===== src/rtl/if_agen_pkg.sv =====
// Shared types and default widths for the IF window address generator.
// The top and the offset/counter sub-module both import this package.
package if_agen_pkg;

  localparam int unsigned DEF_POINTER_SIZE         = 8;
  localparam int unsigned DEF_DEPTH                = 256;
  localparam int unsigned DEF_FILTER_SIZE_REG_SIZE = 8;
  localparam int unsigned DEF_STRIDE_SIZE          = 3;

  typedef enum logic [1:0] {
    IDLE = 2'd0,
    RUN  = 2'd1,
    DONE = 2'd2
  } agen_state_e;

endpackage


===== src/rtl/if_window_counter.sv =====
// Offset/counter pair for the sliding window plus the end-of-row compare.
// It is cleared on row start or abort and advanced by one accepted beat at a time.
module if_window_counter
  import if_agen_pkg::*;
#(
  parameter int unsigned FILTER_SIZE_REG_SIZE = DEF_FILTER_SIZE_REG_SIZE,
  parameter int unsigned STRIDE_SIZE          = DEF_STRIDE_SIZE
) (
  input  logic                            clk,
  input  logic                            rst,
  input  logic                            i_clear,
  input  logic                            i_advance,
  input  logic [FILTER_SIZE_REG_SIZE-1:0] i_filter_size,
  input  logic [FILTER_SIZE_REG_SIZE-1:0] i_row_len,
  input  logic [STRIDE_SIZE-1:0]          i_stride,
  output logic [FILTER_SIZE_REG_SIZE-1:0] o_offset,
  output logic [FILTER_SIZE_REG_SIZE-1:0] o_counter,
  output logic                            o_window_last,
  output logic                            o_row_end
);

  localparam int unsigned CW = FILTER_SIZE_REG_SIZE + 1;

  logic [FILTER_SIZE_REG_SIZE-1:0] r_offset;
  logic [FILTER_SIZE_REG_SIZE-1:0] r_counter;
  logic [FILTER_SIZE_REG_SIZE-1:0] w_offset_d;
  logic [FILTER_SIZE_REG_SIZE-1:0] w_counter_d;
  logic [CW-1:0]                   w_stride_ext;
  logic [CW-1:0]                   w_end_sum;

  assign w_stride_ext = CW'(i_stride);

  // One extra bit so filter_size == 0 can never alias onto counter == filter_size-1.
  assign o_window_last = (({1'b0, r_counter} + CW'(1)) == {1'b0, i_filter_size});

  // True when the window after the next stride would run past the row.
  assign w_end_sum = {1'b0, r_offset} + w_stride_ext + {1'b0, i_filter_size};
  assign o_row_end = (w_end_sum > {1'b0, i_row_len});

  always_comb begin
    w_offset_d  = r_offset;
    w_counter_d = r_counter;
    if (i_clear) begin
      w_offset_d  = '0;
      w_counter_d = '0;
    end else if (i_advance) begin
      if (o_window_last) begin
        w_counter_d = '0;
        w_offset_d  = r_offset + FILTER_SIZE_REG_SIZE'(i_stride);
      end else begin
        w_counter_d = r_counter + FILTER_SIZE_REG_SIZE'(1);
      end
    end
  end

  always_ff @(posedge clk or posedge rst) begin
    if (rst) begin
      r_offset  <= '0;
      r_counter <= '0;
    end else begin
      r_offset  <= w_offset_d;
      r_counter <= w_counter_d;
    end
  end

  assign o_offset  = r_offset;
  assign o_counter = r_counter;

endmodule


===== src/rtl/if_window_addr_gen.sv =====
// Generates IF buffer read addresses for successive filter windows along one row,
// wrapping modulo DEPTH, with ready/valid backpressure, abort and a row_done pulse.
module if_window_addr_gen
  import if_agen_pkg::*;
#(
  parameter int unsigned POINTER_SIZE         = DEF_POINTER_SIZE,
  parameter int unsigned DEPTH                = DEF_DEPTH,
  parameter int unsigned FILTER_SIZE_REG_SIZE = DEF_FILTER_SIZE_REG_SIZE,
  parameter int unsigned STRIDE_SIZE          = DEF_STRIDE_SIZE
) (
  input  logic                            clk,
  input  logic                            rst,
  input  logic                            i_start,
  input  logic                            i_abort,
  input  logic [STRIDE_SIZE-1:0]          i_stride,
  input  logic [FILTER_SIZE_REG_SIZE-1:0] i_filter_size,
  input  logic [FILTER_SIZE_REG_SIZE-1:0] i_row_len,
  input  logic [POINTER_SIZE-1:0]         i_base_ptr,
  input  logic                            i_addr_ready,
  output logic                            o_addr_valid,
  output logic [POINTER_SIZE-1:0]         o_read_pointer,
  output logic                            o_window_last,
  output logic                            o_row_done,
  output logic                            o_busy
);

  localparam int unsigned PW = POINTER_SIZE + 1;

  agen_state_e r_state;
  agen_state_e w_state_d;

  logic [STRIDE_SIZE-1:0]          r_stride;
  logic [FILTER_SIZE_REG_SIZE-1:0] r_filter_size;
  logic [FILTER_SIZE_REG_SIZE-1:0] r_row_len;
  logic [POINTER_SIZE-1:0]         r_base;

  logic                            w_accept;
  logic                            w_handshake;
  logic                            w_clear;
  logic                            w_empty_row;
  logic [STRIDE_SIZE-1:0]          w_stride_eff;
  logic [FILTER_SIZE_REG_SIZE-1:0] w_offset;
  logic [FILTER_SIZE_REG_SIZE-1:0] w_counter;
  logic                            w_cnt_last;
  logic                            w_row_end;
  logic [PW-1:0]                   w_sum;
  logic [POINTER_SIZE-1:0]         w_pointer;

  // abort outranks both start and a handshake in the same cycle.
  assign w_accept    = (r_state == IDLE) && i_start && !i_abort;
  assign w_handshake = (r_state == RUN) && i_addr_ready && !i_abort;
  assign w_clear     = w_accept || i_abort;
  assign w_empty_row = (i_filter_size == '0) || (i_filter_size > i_row_len);
  assign w_stride_eff = (r_stride == '0) ? STRIDE_SIZE'(1) : r_stride;

  always_comb begin
    w_state_d = r_state;
    unique case (r_state)
      IDLE: begin
        if (w_accept) begin
          w_state_d = w_empty_row ? DONE : RUN;
        end
      end
      RUN: begin
        if (i_abort) begin
          w_state_d = IDLE;
        end else if (w_handshake && w_cnt_last && w_row_end) begin
          w_state_d = DONE;
        end
      end
      DONE: begin
        w_state_d = IDLE;
      end
      default: begin
        w_state_d = IDLE;
      end
    endcase
  end

  always_ff @(posedge clk or posedge rst) begin
    if (rst) begin
      r_state <= IDLE;
    end else begin
      r_state <= w_state_d;
    end
  end

  always_ff @(posedge clk or posedge rst) begin
    if (rst) begin
      r_stride      <= '0;
      r_filter_size <= '0;
      r_row_len     <= '0;
      r_base        <= '0;
    end else if (w_accept) begin
      r_stride      <= i_stride;
      r_filter_size <= i_filter_size;
      r_row_len     <= i_row_len;
      r_base        <= i_base_ptr;
    end
  end

  if_window_counter #(
    .FILTER_SIZE_REG_SIZE(FILTER_SIZE_REG_SIZE),
    .STRIDE_SIZE         (STRIDE_SIZE)
  ) u_window_counter (
    .clk          (clk),
    .rst          (rst),
    .i_clear      (w_clear),
    .i_advance    (w_handshake),
    .i_filter_size(r_filter_size),
    .i_row_len    (r_row_len),
    .i_stride     (w_stride_eff),
    .o_offset     (w_offset),
    .o_counter    (w_counter),
    .o_window_last(w_cnt_last),
    .o_row_end    (w_row_end)
  );

  // Single conditional subtract: base < DEPTH and offset+counter < row_len keep sum < 2*DEPTH.
  assign w_sum     = PW'(r_base) + PW'(w_offset) + PW'(w_counter);
  assign w_pointer = POINTER_SIZE'((w_sum >= PW'(DEPTH)) ? (w_sum - PW'(DEPTH)) : w_sum);

  assign o_addr_valid   = (r_state == RUN);
  assign o_read_pointer = (r_state == RUN) ? w_pointer : '0;
  assign o_window_last  = (r_state == RUN) && w_cnt_last;
  assign o_row_done     = (r_state == DONE);
  assign o_busy         = (r_state != IDLE);

endmodule


===== config.mk =====
export PLATFORM = sky130hd
export DESIGN_NAME = if_window_addr_gen
export DESIGN_NICKNAME = d
export VERILOG_FILES = /design/src/rtl/if_agen_pkg.sv /design/src/rtl/if_window_counter.sv /design/src/rtl/if_window_addr_gen.sv
export SDC_FILE = /design/constraint.sdc
export NUM_CORES = 1
export LEC_CHECK = 0
export ABC_AREA = 1
export BUFFER_PORTS_ARGS = -buffer_cell sky130_fd_sc_hd__buf_2
export CAP_MARGIN = 10
export CORE_ASPECT_RATIO = 1.1
export CORE_UTILIZATION = 30
export DETAILED_ROUTE_END_ITERATION = 12
export GPL_TIMING_DRIVEN = 1
export PLACE_DENSITY = 0.55
export SYNTH_ARGS = -nofsm -noshare
export SYNTH_HDL_FRONTEND = slang
export SYNTH_HIERARCHICAL = 1
export SYNTH_SLANG_ARGS = --single-unit

===== constraint.sdc =====
create_clock -name clk -period 7.26 [get_ports clk]
set_input_delay 0.726 -clock clk [delete_from_list [all_inputs] [get_ports clk]]
set_output_delay 0.726 -clock clk [all_outputs]
set_load 0.05 [all_outputs]

==> results of run 1 <==
[registers in the layout, indices dropped and copies added (netlist names)]
signal and flops:
r_base 8, r_filter_size 8, r_row_len 8, u_window_counter/o_counter 8, u_window_counter/o_offset 8, r_stride 3, r_state 2
[power breakdown]
part	switching [uW]	leakage (uW)	internal, uW	total [uW]
logic	642	0.00159	411	1050
clock network	94.3	0.0000799	146	240
registers	100	0.000569	344	444
[cell usage in the layout (no fill, tap or decap), drive strengths merged, types with 2 or more instances in the layout]
| master | synthesis | final |
|---|---|---|
| a21oi | 22 | 22 |
| nand3 | 35 | 35 |
| nor2 | 38 | 38 |
| o21bai | 2 | 2 |
| buf | 5 | 44 |
| fa | 13 | 13 |
| clkinv | 1 | 2 |
| clkbuf | 3 | 7 |
| o21ai | 19 | 19 |
| nand4 | 5 | 5 |
| ha | 38 | 38 |
| xor2 | 3 | 3 |
| inv | 76 | 76 |
| mux2 | 17 | 17 |
| xnor2 | 6 | 6 |
| nand3b | 3 | 3 |
| dfrtp | 45 | 45 |
| nand2 | 116 | 116 |
| o22ai | 6 | 6 |
| nor3 | 4 | 4 |
[critical path: cells and delay by family (launching register included)]
| family | cells | cell delay, ps |
|---|---|---|
| buffers and inverters | 3 | 410 |
| AO/OA/AOI/OAI | 2 | 250 |
| AND/OR/NAND/NOR | 4 | 340 |
| adder cells (fa/ha/maj) | 3 | 1050 |
| flip-flops | 1 | 470 |
[logic make-up (layout without fill, tap and decap cells)]
logic type / after synthesis / after routing / synth area share
AND/OR/NAND/NOR: 203 / 203 / 0.252
buffers and inverters: 85 / 129 / 0.0940
AO/OA/AOI/OAI: 54 / 54 / 0.0819
adder cells (fa/ha/maj): 51 / 51 / 0.197
flip-flops: 45 / 45 / 0.302
multiplexers: 17 / 17 / 0.0514
XOR/XNOR: 9 / 9 / 0.0211
[area by class of cell]
class | count | area, sq um | share of cell area
Timing Repair Buffer | 44 | 223 | 0.0525
Multi-Input combinational cell | 334 | 2250 | 0.531
Clock buffer | 7 | 153 | 0.0360
Clock inverter | 1 | 5.00 | 0.00118
Sequential cell | 45 | 1130 | 0.266
Tap cell | 154 | 193 | 0.0455
Inverter | 77 | 289 | 0.0682
[routing by layer]
metal / up-vias / track usage / wire length (microns)
met5: - / 0 / 0
li1: 1583 / - / -
met4: 0 / 0.0465 / 111
met2: 65 / 0.238 / 4090
met3: 10 / 0.0219 / 371
met1: 1435 / 0.200 / 4170
[final timing paths]
check	to	startpoint	slack (ps)	cells past startpoint
setup / recovery	o_read_pointer[7]	u_window_counter/o_counter[1]	3730	12
hold / removal	r_row_len[6]	r_row_len[6]	490	2
setup reg to reg	r_state[0]	r_stride[1]	3800	21
hold reg to reg	r_row_len[6]	r_row_len[6]	490	2
max in group asynchronous	u_window_counter/o_offset[1]	rst	6300	2
min in group asynchronous	r_base[7]	rst	500	3
[Yosys cell counts, types with 2 or more instances]
| cell | instances | area (sq um) |
|---|---|---|
| a21oi_1 | 21 | 105 |
| buf_6 | 2 | 22.5 |
| clkbuf_1 | 3 | 11.3 |
| dfrtp_1 | 45 | 1130 |
| fa_1 | 13 | 260 |
| ha_1 | 38 | 475 |
| inv_1 | 73 | 274 |
| inv_2 | 3 | 11.3 |
| mux2_2 | 17 | 191 |
| nand2_1 | 112 | 420 |
| nand2_2 | 3 | 18.8 |
| nand3_1 | 27 | 135 |
| nand3_2 | 7 | 70.1 |
| nand3b_1 | 3 | 22.5 |
| nand4_1 | 5 | 31.3 |
| nor2_1 | 31 | 116 |
| nor2_2 | 3 | 18.8 |
| nor2_4 | 4 | 45.0 |
| nor3_1 | 4 | 20.0 |
| o21ai_0 | 18 | 90.1 |
| o21bai_1 | 2 | 15.0 |
| o22ai_1 | 6 | 37.5 |
| xnor2_1 | 6 | 52.6 |
| xor2_1 | 3 | 26.3 |
[stage by stage]
step           area [sq um]  instances  hold slack [ps]  power (uW)
3_5_place_dp           4080        654              479        1500
4_1_cts                4240        662              493        1750
3_3_place_gp           4080        654              474        1470
5_1_grt                4240        662              513        1920
2_1_floorplan          3730        464              453        1260
6_report               4240        662              491        1740
==> results.py, run 1 <==
metrics = {
    "worst_setup_path": {
        "critPathSlowestCell": "fa_1",
        "cp.arrival_ps": 2800,
        "worst_setup_path_end_kind": "output port",
        "cp_max_fo": 6,
        "worstSetupPathType": "reg2out",
        "cp_cell_sequence": "fa_1, ha_1, inv_1, fa_1, inv_1, nand3_1, nand2_1, a21oi_1, o21bai_1, nor2_1, nor2_1, buf_2",
        "max_stage_delay_ps": 520,
        "critPathLaunchType": "flip-flop",
        "cp.required_ps": 6530,
    },
    "cts": {
        "cts_tree": "done",
        "cts.htree.levels": 2,
        "cts_root_buffer": "clkbuf_16",
        "cts_setup_buffers": 0,
        "cts-resized-gates": 0,
        "clock-sinks": 45,
        "clkTransAtPathRegs_ps": 60,
        "clock_latency_ps": 290,
        "cts_buffer_depth": 2,
        "cts_buffers": 5,
        "cts_hold_buf": 0,
    },
    "synthesis": {
        "synth_edf_count": 0,
        "synthFlopType": "dfrtp_1",
        "syn_area_sq_mm": 0.00373,
        "synth_seq_area_share": 0.302,
        "yosys_warnings": 6,
        "synthDistinctLibCells": 39,
        "avgSynthCellArea_sq_um": 8.03,
        "syn-num-nets": 547,
        "ys_seq_elements": 45,
        "postSynth.asyncResetShare": 1.00,
        "synthCells": 464,
    },
    "die": {
        "pin_count": 44,
        "die_area_sq_mm": 0.0129,
        "die_y_microns": 119,
        "core_sq_mm": 0.0121,
        "die_width_microns": 108,
        "start_util": 0.308,
        "rows": 42,
    },
    "final_layout": {
        "syn_to_final_growth_pct": 13.7,
        "fillers": 1287,
        "fin_nets": 590,
        "drive_gt1_frac": 0.183,
        "diodes": 0,
        "fin_util": 0.351,
    },
    "sta": {
        "slew_viol_final": 0,
        "fin_crit_sh": 0.486,
        "setup_ws_ps": 3730,
        "setup_tns_ps": 0,
        "tightest_slew_ps": 663,
        "setup_viol": 0,
        "fmax_mhz": 283,
        "rsz0062_at_grt": "false",
        "finalCriticalPeriod_ps": 3530,
        "hold_viol": 0,
        "skew_ps": 5.85,
        "max-slew-margin-rel": 0.557,
    },
    "detailed_routing": {
        "drt-initial-drc-count": 82,
        "drc": 0,
        "routedWlPerCell_microns": 13.2,
        "vias_per_cell": 4.67,
        "vias": 3093,
        "first_pass_iters": 5,
        "drtAntennaViolNets": 0,
        "routed_wl_microns": 8740,
    },
    "global_route": {
        "grt_pass1_wl_microns": 14600,
        "grt_usage": 0.147,
        "grt_max_degree": 40,
        "grt_pass1_vias": 3019,
        "antenna_found_initial": 0,
        "grt.overflow.total": 0,
    },
    "power_and_ir_drop": {
        "p_per_area_mw_per_mm2": 410,
        "ir_drop_mv": 0.166,
        "p_leak_uw": 0.00224,
    },
    "worst_hold_path": {
        "min_path_type": "reg2reg",
    },
    "outcome": {
        "outcome": "complete, no violations",
    },
    "place": {
        "port_buffers": 43,
        "hpwl_microns": 7120,
        "dp_slack_ps": 3810,
        "gp_congestion": 0.898,
    },
    "job": {
        "drv_cap": 0,
    },
}
Power figures use the tool's default switching activity.
==> run 2, diff against run 1 <==
- clock period: 7.26 -> 3.4 ns (I/O delays scaled with it)
==> run 2 against run 1 <==
Effect of this change:
- non-clock buffer count grew 8
- via count grew 1.2%
- combinational power grew 140%
- sequential cell count is the same
- clock-buffer cell count shrank 2
- worst hold slack lost 330 ps
- clock skew is essentially flat
- global-route usage grew 0.40 points
- setup slack lost 3500 ps
- final cell count grew 1.2%
- critical path type is now reg2reg
- largest cell class unchanged
==> results.py, run 2 (synthesis gave the netlist of run 1 again) <==
metrics = {
    "cts": {
        "clock_latency_ps": 280,
        "cts_root_buffer": "clkbuf_16",
        "cts_tree": "done",
        "clock-sinks": 45,
        "clkTransAtPathRegs_ps": 70,
        "cts.htree.levels": 2,
        "cts_buffers": 5,
        "cts_buffer_depth": 2,
        "cts_hold_buf": 0,
    },
    "die": {
        "die_y_microns": 119,
        "die_area_sq_mm": 0.0129,
        "rows": 42,
        "pin_count": 44,
        "die_width_microns": 108,
        "core_sq_mm": 0.0121,
        "start_util": 0.308,
    },
    "final_layout": {
        "final_cell_mix": "nand2_1, inv_1, dfrtp_1, buf_2, ha_1",
        "drive_gt1_frac": 0.225,
        "diodes": 0,
        "fin_nets": 598,
        "mostFrequentLayoutCell": "nand2_1",
        "final_cells": 670,
        "syn_to_final_growth_pct": 17.8,
    },
    "detailed_routing": {
        "drc": 0,
        "routed_wl_microns": 9030,
        "vias": 3130,
        "drtAntennaViolNets": 0,
        "routedWlPerCell_microns": 13.5,
        "vias_per_cell": 4.67,
        "first_pass_iters": 4,
        "drt-initial-drc-count": 82,
    },
    "global_route": {
        "grt_use_met2": 0.266,
        "grt_pass1_vias": 3177,
        "top_usage_layer": "met2",
        "use_met3": 0.0208,
        "grt_usage": 0.151,
        "antenna_found_initial": 0,
        "grt.overflow.total": 0,
        "grt_pass1_wl_microns": 15200,
        "met1_usage": 0.194,
        "grt_max_degree": 40,
    },
    "sta": {
        "hold_viol": 0,
        "skew_ps": 5.73,
        "fin_crit_sh": 0.946,
        "setup_tns_ps": 0,
        "fmax_mhz": 311,
        "holdWs_ps": 158,
        "tightest_slew_ps": 768,
        "max-slew-margin-rel": 0.488,
        "finalCriticalPeriod_ps": 3220,
        "slew_viol_final": 0,
        "setup_viol": 0,
    },
    "power_and_ir_drop": {
        "ir_drop_mv": 0.473,
        "p_per_area_mw_per_mm2": 936,
        "p_leak_uw": 0.00229,
    },
    "place": {
        "dp_cells": 661,
        "gp_congestion": 0.916,
        "hpwl_microns": 7300,
        "port_buffers": 43,
    },
    "worst_setup_path": {
        "cp_max_fo": 2,
        "worst_setup_path_end_kind": "flip-flop",
        "cp-startpoint": "u_window_counter/o_offset[1]",
        "endpoint": "r_state[0]",
        "critPathLaunchType": "flip-flop",
        "reg2reg_depth": 20,
        "reg2reg_slack_ps": 180,
        "r2r-end": "r_state[0]",
        "cp.arrival_ps": 3360,
        "worstSetupPathType": "reg2reg",
        "timing.rr.start": "u_window_counter/o_offset[1]",
        "cp.required_ps": 3540,
    },
    "job": {
        "drv_cap": 0,
    },
    "worst_hold_path": {
        "min_path_type": "in2async",
    },
    "outcome": {
        "outcome": "complete, no violations",
    },
}
==> run 2: cell types whose count changed in the layout (fill, tap and decap cells not counted), moves of 3 or more <==
cell,previous run,this run
buf_4,1,9
a21oi_1,21,18
inv_1,73,70
a21oi_2,1,4
inv_2,3,6
==> run 2: layer usage <==
metal  share of wire  up-vias
met5               0        -
met4          0.0081        0
met3           0.027        4
met2            0.48       51
met1            0.48     1461
li1                -     1614
==> run 2: layout make-up <==
type                            count  area, sq um
Timing Repair Buffer               52          285
Clock inverter                      3         65.1
Multi-Input combinational cell    334         2310
Tap cell                          154          193
Fill cell                        1267         7700
Sequential cell                    45         1130
Inverter                           77          289
Clock buffer                        5          125
==> run 2: report_power, final <==
group	switching, uW	leakage (uW)	total (uW)	internal, uW
combinational	1530	0.00163	2560	1030
clock	207	0.0000938	627	420
sequential	188	0.000569	922	734
total	1930	0.00229	4110	2180
==> run 2: worst max-delay path: stages (launching register included) <==
cell and delay [ps]:
dfrtp_1 370, inv_2 50, fa_1 550, inv_1 50, ha_2 190, fa_2 380, xor2_1 160, ha_1 270
nand2_1 80, inv_1 80, nand3_2 80, o221ai_2 150, nand2_1 70, nand2_1 60, nand2_1 40, nand2_1 50
nand2_1 40, nand2_1 60, nand3_2 90, a22oi_2 160, o22ai_1 100
==> run 2: how the worst min path moves through the flow <==
stage	to	startpoint	cells after the start
5_1_grt	u_window_counter/o_counter[7]	rst	2
2_1_floorplan	u_window_counter/o_counter[0]	rst	1
3_3_place_gp	r_row_len[4]	r_row_len[4]	2
4_1_cts	u_window_counter/o_counter[7]	rst	2
3_5_place_dp	r_row_len[4]	r_row_len[4]	2
6_report	u_window_counter/o_counter[5]	rst	2
==> run 2: timing repair <==
item                       CTS  global route
setup endpoints to repair    2             3
setup buffers                0             1
pin swaps                    0             8
resized for setup            2            17
==> run 2: through the flow <==
stage           util  instance area [sq um]  setup WS [ps]  total power (uW)
6_report       0.363                   4390            182              4110
5_1_grt        0.363                   4390          -47.5              4480
2_1_floorplan      -                   3730            156              2690
3_3_place_gp   0.342                   4130           95.0              3200
3_5_place_dp   0.342                   4130          -18.8              3250
4_1_cts        0.358                   4330           8.35              3930
